--- src/rtl/mips_pkg.sv ---
// Shared MIPS datapath definitions: architectural register numbers, basic
// types and the write-register-select encoding used by the upstream mux.
package mips_pkg;

  localparam logic [4:0] REG_ZERO = 5'd0;
  localparam logic [4:0] REG_SP   = 5'd29;
  localparam logic [4:0] REG_RA   = 5'd31;

  typedef logic [4:0]  reg_addr_t;
  typedef logic [31:0] word_t;

  localparam logic [2:0] SEL_RT = 3'd0;
  localparam logic [2:0] SEL_RD = 3'd1;
  localparam logic [2:0] SEL_RS = 3'd2;
  localparam logic [2:0] SEL_SP = 3'd3;
  localparam logic [2:0] SEL_RA = 3'd4;

endpackage

--- src/rtl/banco_reg_mips_chk.sv ---
// Simulation-only checker: flags a write attempt whose address is unknown.
module banco_reg_mips_chk (
  input logic       clk,
  input logic       reset,
  input logic       reg_write,
  input logic [4:0] write_reg
);

  // Report an X/Z write address while a write is requested.
  always_ff @(posedge clk) begin
    if (reset && reg_write && $isunknown(write_reg)) begin
      $error("banco_reg_mips: RegWrite with unknown WriteReg %b", write_reg);
    end else begin
    end
  end

endmodule

--- src/rtl/banco_reg_readport.sv ---
// One combinational register-file read port: $zero guard plus, when
// BANCO_REG_BYPASS_EN is defined, write-through forwarding of the pending write.
module banco_reg_readport
  import mips_pkg::*;
#(
  parameter int DATA_W = 32
) (
  input  reg_addr_t         rd_addr,
  input  logic [DATA_W-1:0] stored_data,
`ifdef BANCO_REG_BYPASS_EN
  input  logic              wr_en,
  input  reg_addr_t         wr_addr,
  input  logic [DATA_W-1:0] wr_data,
`endif
  output logic [DATA_W-1:0] rd_data
);

  // Select zero, forwarded write data, or the stored word.
  always_comb begin
    rd_data = stored_data;
    if (rd_addr == REG_ZERO) begin
      rd_data = '0;
`ifdef BANCO_REG_BYPASS_EN
    end else if (wr_en && (wr_addr == rd_addr)) begin
      rd_data = wr_data;
`endif
    end else begin
      rd_data = stored_data;
    end
  end

endmodule

--- src/rtl/banco_reg_mips.sv ---
// 32 x DATA_W MIPS register file with hardwired $zero and reset values for $sp/$ra.
// Optional macro BANCO_REG_BYPASS_EN enables same-cycle write-through on reads.
module banco_reg_mips
  import mips_pkg::*;
#(
  parameter int               DATA_W  = 32,
  parameter logic [DATA_W-1:0] SP_INIT = 32'd227,
  parameter logic [DATA_W-1:0] RA_INIT = 32'd0
) (
  input  logic              clk,
  input  logic              reset,
  input  logic              RegWrite,
  input  reg_addr_t         ReadReg1,
  input  reg_addr_t         ReadReg2,
  input  reg_addr_t         WriteReg,
  input  logic [DATA_W-1:0] WriteData,
  output logic [DATA_W-1:0] ReadData1,
  output logic [DATA_W-1:0] ReadData2,
  output logic [DATA_W-1:0] SpOut,
  output logic [15:0]       WriteCount
);

  logic [DATA_W-1:0] regs_q [32];
  logic [DATA_W-1:0] regs_d [32];
  logic [15:0]       count_q;
  logic [15:0]       count_d;
  logic              we_s;

  // An unknown address compares as X, so no write is taken for it in simulation.
  assign we_s = RegWrite && (WriteReg != REG_ZERO);

  // Next-state for storage and the committed-write counter.
  always_comb begin
    regs_d  = regs_q;
    count_d = count_q;
    if (we_s) begin
      regs_d[WriteReg] = WriteData;
      count_d          = count_q + 16'd1;
    end else begin
      count_d = count_q;
    end
  end

  // State registers; synchronous reset wins over any same-edge write.
  always_ff @(posedge clk) begin
    if (!reset) begin
      for (int i = 0; i < 32; i++) begin
        regs_q[i] <= '0;
      end
      regs_q[REG_SP] <= SP_INIT;
      regs_q[REG_RA] <= RA_INIT;
      count_q        <= 16'd0;
    end else begin
      regs_q  <= regs_d;
      count_q <= count_d;
    end
  end

  assign WriteCount = count_q;

  banco_reg_readport #(.DATA_W(DATA_W)) u_rd1 (
    .rd_addr     (ReadReg1),
    .stored_data (regs_q[ReadReg1]),
`ifdef BANCO_REG_BYPASS_EN
    .wr_en       (we_s),
    .wr_addr     (WriteReg),
    .wr_data     (WriteData),
`endif
    .rd_data     (ReadData1)
  );

  banco_reg_readport #(.DATA_W(DATA_W)) u_rd2 (
    .rd_addr     (ReadReg2),
    .stored_data (regs_q[ReadReg2]),
`ifdef BANCO_REG_BYPASS_EN
    .wr_en       (we_s),
    .wr_addr     (WriteReg),
    .wr_data     (WriteData),
`endif
    .rd_data     (ReadData2)
  );

`ifdef BANCO_REG_BYPASS_EN
  assign SpOut = (we_s && (WriteReg == REG_SP)) ? WriteData : regs_q[REG_SP];
`else
  assign SpOut = regs_q[REG_SP];
`endif

`ifndef SYNTHESIS
  banco_reg_mips_chk u_chk (
    .clk       (clk),
    .reset     (reset),
    .reg_write (RegWrite),
    .write_reg (WriteReg)
  );
`endif

endmodule

--- config.mk ---
export PLATFORM = sky130hd
export DESIGN_NAME = banco_reg_mips
export DESIGN_NICKNAME = d
export VERILOG_FILES = /design/src/rtl/mips_pkg.sv /design/src/rtl/banco_reg_mips_chk.sv /design/src/rtl/banco_reg_readport.sv /design/src/rtl/banco_reg_mips.sv
export SDC_FILE = /design/constraint.sdc
export NUM_CORES = 2
export LEC_CHECK = 0
export CAP_MARGIN = 20
export CORE_ASPECT_RATIO = 0.7
export CORE_MARGIN = 4
export CORE_UTILIZATION = 60
export DETAILED_ROUTE_END_ITERATION = 8
export DONT_BUFFER_PORTS = 1
export MAX_ROUTING_LAYER = met4
export PLACE_DENSITY = 0.79
export SLEW_MARGIN = 15
export SYNTH_ARGS = -nofsm -noshare
export SYNTH_HDL_FRONTEND = slang
export SYNTH_SLANG_ARGS = --single-unit
--- constraint.sdc ---
create_clock -name clk -period 3.2 [get_ports clk]
set_input_delay 0.64 -clock clk [delete_from_list [all_inputs] [get_ports clk]]
set_output_delay 0.64 -clock clk [all_outputs]
set_load 0.02 [all_outputs]
==> impl_metrics.ini <==
[setup_path]
critPathLaunch = ReadReg1[2]
cp_data_required_time_ps = 2560
rr_startpoint = WriteCount[0]
timing.critical_path.from_type = primary input
arrival_time_of_data_at_the_critical_path_endpoint_ps = 3510
worst-setup-path-type = primary input to primary output
timing.critical_path.fanout_max = 289
crit_end_category = primary output

[clock_tree]
cts_made_buffers = 98
ctsHoldBuffers = 0
tritoncts = done
buffer_cell_driving_the_clock_tree_root = clkbuf_16
htree_num_levels = 3
worst_skew_pair.late_latency_ps = 710
cts.sinks = 1040
clk_pin_slew_ps = 70
clock_tree.buffer_depth = 3

[hold_path]
min-delay-path-class = primary input to flip-flop
source_of_the_worst_hold_timing_path = WriteData[2]

[synthesis]
netlist.top_cell.by_area = dfxtp_1
synthTopCellsByArea = dfxtp_1 40%, mux4_2 19%, nand2_1 15%
synthMostInstantiatedCell = nand2_1
synth_cells = 5970
post_synth_num_cell_types = 50
synth-seq-cells = 1040
synthesis.area_um2 = 52700
synthDominantCellAreaShare = 0.395
net_count_after_synthesis = 6021
asyncSetResetFlopFracSynth = 0
synth_commonest_cells = 2054 x nand2_1, 1040 x dfxtp_1, 999 x a21oi_1
synth_edf_count = 0
synthesis.area_per_instance_um2 = 8.82
post_synthesis_sequential_area_ratio = 0.395
synthFlopType = dfxtp_1
yosys_warnings = 0

[power]
clock_group_share_of_total_power = 0.463
pwr-share-comb = 0.066
static-leakage-power_nw = 18.4
power.share.sequential = 0.472
p_sw_frac = 0.236
report.power.total_mw = 27.8
p_sw_mw = 6.57
p_int_mw = 21.2
power_density_nw_per_um2 = 488
worst_ir_drop_vdd_mv = 0.491

[drt]
detailed_routing_wirelength_on_met1_mm = 64.5
routed_wirelength_mm = 188
highest-signal-layer = met4
num_vias = 48400
drc = 0
drt.antenna.violating_nets = 0
via_per_inst = 7.02
routed-wl-met2_mm = 79.2
routed-wl-met3_mm = 30.7
detailedRoute.firstIterationViolations = 8670
wl_per_cell_um = 27.3
drt_pass1_iterations = 7

[timing]
final_critical_path_setup_slack_ps = -949
tightestPinTransition_ps = 1870
timing.final.crit_period_ps = 4150
finClkSkew_ps = 3.91
slew_headroom = -0.246
fmax_ghz = 0.241
rsz0062_at_grt = true
timing.setup.tns_ps = -22360
setup_viol = 64
layout_worst_path_cycle_share = 1.30
final_hold_violation_count = 0
timing_max_transition_violations_final = 114

[die]
fp.dieArea_um2 = 92700
die_w_um = 362
floorplan.io_pins = 162
start_util = 0.608
die_y_um = 256
row_count = 90
placeable_core_region_um2 = 86600

[grt]
grt_first_pass_wirelength_mm = 281
grt_pass1_vias = 46500
grt_start_max_net_pins = 290
grtUsageTotal = 0.404
grt_antenna_before_repair = 2
globalRouteOverflowTotal = 0

[finish]
final_cell_area_um2 = 57000
fin_nets = 5715
layout-area-overhead-vs-synth_pct = 8.31
final_util = 0.659
drive_gt1_frac = 0.174
n_fill_cell = 6694

[flow_run]
timing.max_cap.violations = 0

[placed_design]
dpl.hpwl_mm = 111
port_buffers = 0
place_area_um2 = 53400
place_congestion = 1.01

[run_status]
outcome = finished, violations left
failed_checks = slew limit, setup timing
==> placed cells by master, fill, tap and decap left out, types with 53 or more instances in the layout <==
master,instances
nand2_1,2054
dfxtp_1,1040
a21oi_1,999
mux4_2,448
buf_4,207
mux2i_1,129
o21ai_1,106
clkbuf_16,98
nor2b_1,64
mux2_2,64
a211oi_1,60
a22oi_1,53
==> power groups by stage <==
stage | combinational, mW | clock [mW] | sequential [mW]
finish | 1.83 | 12.9 | 13.1
global route | 1.84 | 13.3 | 13.1
CTS | 1.71 | 12.8 | 13.1
detailed placement | 1.70 | 0 | 13.4
global placement | 1.67 | 0 | 13.4
floorplan | 1.59 | 0 | 13.4
==> layer usage <==
| metal | up-vias | GRT usage |
|---|---|---|
| li1 | 20300 | - |
| met1 | 23000 | 0.509 |
| met2 | 4285 | 0.561 |
| met3 | 939 | 0.135 |
| met4 | 0 | 0.248 |
| met5 | - | - |
==> state kept, by name (all words and copies together) (netlist names) <==
signal      count
WriteCount     16
regs_q        992
SpOut          32
==> worst max-delay path, stage by stage <==
cell and delay (ps):
mux4_2 1130, mux2_2 310, o21ai_1 120, a311oi_1 50, buf_4 190, clkbuf_4 170
==> layout make-up <==
class,instances,area [µm²],share of cell area
diodes,1,2.50,0.0000439
clock buffers,135,2840,0.0498
well taps,1150,1440,0.0252
repair buffers,235,2080,0.0364
inverters,7,36.3,0.000636
clock inverters,48,682,0.0120
multi-input cells,4282,29200,0.511
flip-flops and latches,1040,20800,0.365
==> through the flow <==
step           setup slack, ps  hold WS [ps]  cells
2_1_floorplan              279           443   5970
3_3_place_gp              36.6           449   6712
3_5_place_dp             -59.5           457   6712
4_1_cts                   5.71        0.0827   6895
5_1_grt                   -177          25.4   6898
6_report                  -949          38.7   6898
==> path summary, 6_finish.rpt <==
| check | to | slack, ps | depth (start not counted) |
|---|---|---|---|
| max | ReadData1[17] | -950 | 6 |
| min | regs_q[546] | 40 | 2 |
| max reg2reg | WriteCount[12] | 1180 | 4 |
| min reg2reg | regs_q[116] | 470 | 2 |
==> cells by family after synthesis <==
logic type,after synthesis,synth area share
adder cells (fa/ha/maj),1,0.000238
AO/OA/AOI/OAI,1381,0.147
AND/OR/NAND/NOR,2254,0.169
buffers and inverters,650,0.0581
flip-flops,1040,0.395
multiplexers,641,0.230
XOR/XNOR,3,0.000499
==> repair_timing <==
item,CTS,global route
pin swaps,0,1
gates cloned,0,2
gates resized for setup,8,14
setup endpoints to repair,7,57
setup buffers,0,0
hold endpoints to repair,0,0
Power figures use the tool's default switching activity.
